--- config.mk ---
export PLATFORM = sky130hd
export DESIGN_NAME = uart_word_rx
export DESIGN_NICKNAME = d
export VERILOG_FILES = /design/src/rtl/uart_word_rx.sv
export SDC_FILE = /design/constraint.sdc
export NUM_CORES = 1
export LEC_CHECK = 0
export ABC_AREA = 1
export BUFFER_PORTS_ARGS = -buffer_cell sky130_fd_sc_hd__clkbuf_2
export CAP_MARGIN = 20
export CORE_ASPECT_RATIO = 0.5
export CORE_MARGIN = 2
export CORE_UTILIZATION = 30
export CTS_BUF_LIST = sky130_fd_sc_hd__clkbuf_8
export DETAILED_ROUTE_END_ITERATION = 12
export PLACE_DENSITY = 0.51
export SLEW_MARGIN = 10
export SYNTH_ARGS = -nofsm -noshare
export SYNTH_HDL_FRONTEND = slang
export SYNTH_SLANG_ARGS = --single-unit
--- constraint.sdc ---
create_clock -name clk -period 3.59 [get_ports clk]
set_input_delay 0.359 -clock clk [delete_from_list [all_inputs] [get_ports clk]]
set_output_delay 0.359 -clock clk [all_outputs]
set_load 0.05 [all_outputs]
--- src/rtl/uart_word_rx.sv ---
// uart_word_rx
//   UART receive front-end that deserialises 8N1 bytes from the rx pin and
//   packs four consecutive bytes, little-endian, into one 32-bit word for the
//   receive FIFO write port.
//
//   Optional feature: define UART_RX_PARITY_EN for 8E1 framing. A PARITY state
//   is inserted between DATA and STOP, and an even-parity mismatch raises
//   frame_err.
//
// Parameters
//   CLK_DIV : clock cycles per UART bit (4..65535)
//   DIV_W   : baud counter width, 2**DIV_W > CLK_DIV
//
// Ports
//   clk                 : system clock, rising edge
//   reset               : synchronous active-high reset
//   rx                  : asynchronous serial input, idle high
//   out_interface       : last completed word, byte0 in [7:0]
//   valid_out_interface : one-cycle strobe marking a new word
//   frame_err           : one-cycle strobe on a bad stop or parity bit
//   busy                : frame in progress or partial word held
module uart_word_rx #(
  parameter int CLK_DIV = 434,
  parameter int DIV_W   = 16
) (
  input  logic        clk,
  input  logic        reset,
  input  logic        rx,
  output logic [31:0] out_interface,
  output logic        valid_out_interface,
  output logic        frame_err,
  output logic        busy
);

  localparam logic [DIV_W-1:0] HALF_M1 = DIV_W'(CLK_DIV / 2 - 1);
  localparam logic [DIV_W-1:0] FULL_M1 = DIV_W'(CLK_DIV - 1);

  typedef enum logic [2:0] {
    S_IDLE,
    S_START,
    S_DATA,
`ifdef UART_RX_PARITY_EN
    S_PARITY,
`endif
    S_STOP,
    S_WAIT_IDLE
  } state_t;

  state_t           state;
  logic [DIV_W-1:0] baud_cnt;
  logic [2:0]       bit_cnt;
  logic [1:0]       byte_cnt;
  logic [7:0]       shift;
  logic [23:0]      word_reg;
  logic             rx_sync_p0;
  logic             rx_sync_p1;
  logic             rx_s;
  logic             byte_ok;

`ifdef UART_RX_PARITY_EN
  logic             par_bit;

  // Even parity: the data bits together with the parity bit XOR to zero.
  function automatic logic parity_bad(input logic [7:0] d, input logic p);
    return ^{d, p};
  endfunction

  assign byte_ok = rx_s && !parity_bad(shift, par_bit);
`else
  assign byte_ok = rx_s;
`endif

  assign rx_s = rx_sync_p1;
  assign busy = (state != S_IDLE) || (byte_cnt != 2'd0);

  // Stage p0/p1: two-flop synchroniser for the asynchronous rx pin
  always_ff @(posedge clk) begin
    if (reset) begin
      rx_sync_p0 <= 1'b1;
      rx_sync_p1 <= 1'b1;
    end else begin
      rx_sync_p0 <= rx;
      rx_sync_p1 <= rx_sync_p0;
    end
  end

  // Receive FSM, byte packing and registered strobes
  always_ff @(posedge clk) begin
    if (reset) begin
      state               <= S_IDLE;
      baud_cnt            <= '0;
      bit_cnt             <= '0;
      byte_cnt            <= '0;
      shift               <= '0;
      out_interface       <= '0;
      valid_out_interface <= 1'b0;
      frame_err           <= 1'b0;
    end else begin
      valid_out_interface <= 1'b0;
      frame_err           <= 1'b0;
      case (state)
        S_IDLE: begin
          if (!rx_s) begin
            state    <= S_START;
            baud_cnt <= '0;
          end
        end
        S_START: begin
          // Mid-start-bit check rejects short low glitches.
          if (baud_cnt == HALF_M1) begin
            baud_cnt <= '0;
            bit_cnt  <= '0;
            state    <= rx_s ? S_IDLE : S_DATA;
          end else begin
            baud_cnt <= baud_cnt + 1'b1;
          end
        end
        S_DATA: begin
          if (baud_cnt == FULL_M1) begin
            baud_cnt <= '0;
            shift    <= {rx_s, shift[7:1]};
            bit_cnt  <= bit_cnt + 1'b1;
            if (bit_cnt == 3'd7) begin
`ifdef UART_RX_PARITY_EN
              state <= S_PARITY;
`else
              state <= S_STOP;
`endif
            end
          end else begin
            baud_cnt <= baud_cnt + 1'b1;
          end
        end
`ifdef UART_RX_PARITY_EN
        S_PARITY: begin
          if (baud_cnt == FULL_M1) begin
            baud_cnt <= '0;
            par_bit  <= rx_s;
            state    <= S_STOP;
          end else begin
            baud_cnt <= baud_cnt + 1'b1;
          end
        end
`endif
        S_STOP: begin
          if (baud_cnt == FULL_M1) begin
            baud_cnt <= '0;
            if (byte_ok) begin
              byte_cnt <= byte_cnt + 1'b1;
              case (byte_cnt)
                2'd0: word_reg[7:0]   <= shift;
                2'd1: word_reg[15:8]  <= shift;
                2'd2: word_reg[23:16] <= shift;
                default: begin
                  out_interface       <= {shift, word_reg};
                  valid_out_interface <= 1'b1;
                end
              endcase
            end else begin
              frame_err <= 1'b1;
            end
            // A low stop bit means a break may be in progress; wait it out.
            state <= rx_s ? S_IDLE : S_WAIT_IDLE;
          end else begin
            baud_cnt <= baud_cnt + 1'b1;
          end
        end
        S_WAIT_IDLE: begin
          if (rx_s) state <= S_IDLE;
        end
        default: state <= S_IDLE;
      endcase
    end
  end

endmodule

==> flow_summary.json <==
{
  "ctsLongestPathBuffers": 2,
  "detail-route-antenna-nets": 0,
  "gp_congestion": 0.827,
  "leakagePower_nw": 1.83,
  "p_sw_share_pct": 25.6,
  "synth_area_leaders": "dfxtp_1 (36%), edfxtp_1 (19%), nor2_1 (12%)",
  "clkSlewWorstSetupHoldPaths_ns": 0.09,
  "grt.overflow.total": 0,
  "power.share.clock_pct": 36.8,
  "setup_ws_ns": 1.55,
  "area_growth_pct": 13.4,
  "worstMarginPinSlew_ns": 0.653,
  "async_flop_share_pct": 0,
  "root_buffer": "clkbuf_8",
  "power.switching_mw": 0.503,
  "ys.flop_type": "dfxtp_1",
  "cap_viol_max_count": 0,
  "synth_cell_type_count": 36,
  "synth.cell_area_mm2": 0.00378,
  "skew_ns": 0.0140,
  "min-delay-start": "rx",
  "syn-num-nets": 460,
  "hold_buffers": 0,
  "combPwrFrac_pct": 7.8,
  "clock_latency_ns": 0.37,
  "routed_wl_um": 7690,
  "min_path_type": "in -> reg",
  "grt_pass1_wl_um": 12900,
  "slew_viol_final": 0,
  "hold_viol_final": 0,
  "slowest_stage": "nor2_1",
  "largest_reg_flops": 32,
  "crit_type": "reg -> reg",
  "core_mm2": 0.0121,
  "p_per_area_mw_per_mm2": 458,
  "cpPeakStageDelay_ns": 0.53,
  "setup_viol_count_final": 0,
  "yosysTopAreaCell": "dfxtp_1",
  "avgSynthCellArea_um2": 8.43,
  "synth_top_area_share_pct": 36.0,
  "wl_per_cell_um": 11.8,
  "ys_seq_elements": 92,
  "ys_seq_area_share_pct": 55.1,
  "path_depth": 7,
  "slew_headroom_pct": 56.3,
  "rsz0062_at_grt": "no",
  "drt_iter0_markers": 154,
  "ioPinCount": 38,
  "netlist_instances": 448,
  "cp.arrival_ns": 2.04,
  "required_ns": 3.59,
  "port_buffers": 37,
  "synth_most_common_cell": "nor2_1",
  "cp_cell_sequence": "ha_1 -> nand3_1 -> nor2_1 -> nand2_2 -> clkinv_2 -> nand3_1 -> nor2_1",
  "power.total_mw": 1.96,
  "cts_max_level": 3,
  "dr.pass1.iters": 4,
  "p_int_mw": 1.46,
  "post-route-drc-count": 0,
  "grt_max_degree": 44,
  "critPathLaunchType": "flip-flop",
  "fmax_ghz": 0.490,
  "numCtsBuffers": 9,
  "worst_hold_slack_ns": 0.167,
  "die_area_mm2": 0.0136,
  "seq_power_share_pct": 55.3,
  "start_util_pct": 31.4,
  "vias": 2855,
  "fp.dieH_um": 83.4,
  "synth-edff-count": 24,
  "peakVddDrop_v": 0.000157,
  "critical_path.max_fanout": 8,
  "fin_tns_setup_ns": 0,
  "period_needed_ns": 2.04,
  "whs_path_depth": 2,
  "viasPerCell": 4.38,
  "status": "finished clean",
  "grt_pass1_vias": 2706,
  "die_w_um": 163,
  "antenna_cells": 0,
  "regToRegStartpoint": "baud_cnt[0]",
  "nets": 494,
  "antenna_found_initial": 0,
  "synth.cells.most_frequent": "nor2_1 (116), dfxtp_1 (68), nand2_1 (64)",
  "fin_util_pct": 35.6,
  "rows": 28,
  "critPathBufInv": 1,
  "ys_warn_count": 0,
  "crit_family": "simple AND/OR/NAND/NOR gates",
  "end_kind": "flip-flop",
  "cts_tree": "done",
  "grtUsageTotal_pct": 12.1,
  "clock-sinks": 92,
  "post_cts.repair.setup_buffers": 0,
  "drive_above_1_share_pct": 14.8,
  "period_share_pct": 56.8,
  "startpoint": "baud_cnt[0]",
  "rr_worst_depth": 7,
  "place_hpwl_um": 5240,
  "postCtsResizedCells": 0,
  "dp_slack_ns": 1.52
}
[metal layers]
metal | vias to the layer above | part of all wire (%) | global-route usage (%)
li1 | 1518 | - | -
met1 | 1291 | 51 | 15.6
met2 | 36 | 44 | 18.7
met3 | 10 | 4.0 | 3.85
met4 | 0 | 1.5 | 4.83
met5 | - | 0 | 0
[cells by family (layout without fill, tap and decap cells)]
family / after synthesis / in the layout / synth area share, %
and+or+nand+nor: 214 / 214 / 23.4
DFF: 92 / 92 / 55.1
AOI/OAI and AO/OA: 72 / 72 / 10.4
buffers and inverters: 55 / 94 / 6.69
adders and majority gates: 9 / 9 / 2.98
xor gates and xnor gates: 6 / 6 / 1.39
[worst reg2reg max path, stage by stage, from the launching register on]
cell and delay [ns]:
dfxtp_1 0.40, ha_1 0.17, nand3_1 0.07, nor2_1 0.18, nand2_2 0.11, clkinv_2 0.10, nand3_1 0.12, nor2_1 0.53
[final timing paths]
| kind | to | slack [ns] |
|---|---|---|
| hold reg to reg | byte_ok | 0.42 |
| setup / recovery | word_reg[2] | 1.55 |
| hold / removal | rx_sync_p0 | 0.17 |
| setup reg to reg | word_reg[2] | 1.55 |
[power by group through the flow]
stage / Clock (mW) / Combinational [mW] / Sequential (mW)
after CTS: 0.756 / 0.156 / 1.09
final: 0.723 / 0.154 / 1.09
after floorplan: 0 / 0.127 / 1.11
after global routing: 0.796 / 0.179 / 1.09
after global placement: 0 / 0.156 / 1.11
after detailed placement: 0 / 0.155 / 1.11
[through the flow]
stage	instances	area, µm²
floorplan	448	3780
global placement	636	4080
detailed placement	636	4080
CTS	652	4290
global route	652	4290
finish	652	4290
[area by class of cell]
cell class,instances,area [µm²]
inverter,40,154
clock inverter,6,70.1
multi-input combinational,301,1440
fill,1279,7760
sequential,92,2080
timing repair buffer,38,193
clock buffer,10,138
tap,165,206
[layout by cell type (no fill, tap or decap), types with 2 or more instances in the layout]
| cell type | instances |
|---|---|
| inv_6 | 2 |
| nor2_2 | 3 |
| a21oi_1 | 15 |
| or2_2 | 3 |
| inv_1 | 34 |
| nand2_2 | 3 |
| a211oi_1 | 8 |
| nand3_1 | 15 |
| o21ai_1 | 11 |
| nor3_2 | 2 |
| o21ai_0 | 32 |
| edfxtp_1 | 24 |
| ha_1 | 9 |
| o22ai_1 | 2 |
| dfxtp_1 | 68 |
| nor2_1 | 116 |
| inv_2 | 3 |
| nor3_1 | 3 |
| nand2_1 | 64 |
| clkbuf_2 | 37 |
| clkinv_4 | 2 |
| clkinv_2 | 2 |
| xor2_1 | 5 |
| clkbuf_8 | 10 |
No activity file was read; power rests on OpenSTA's default activity.
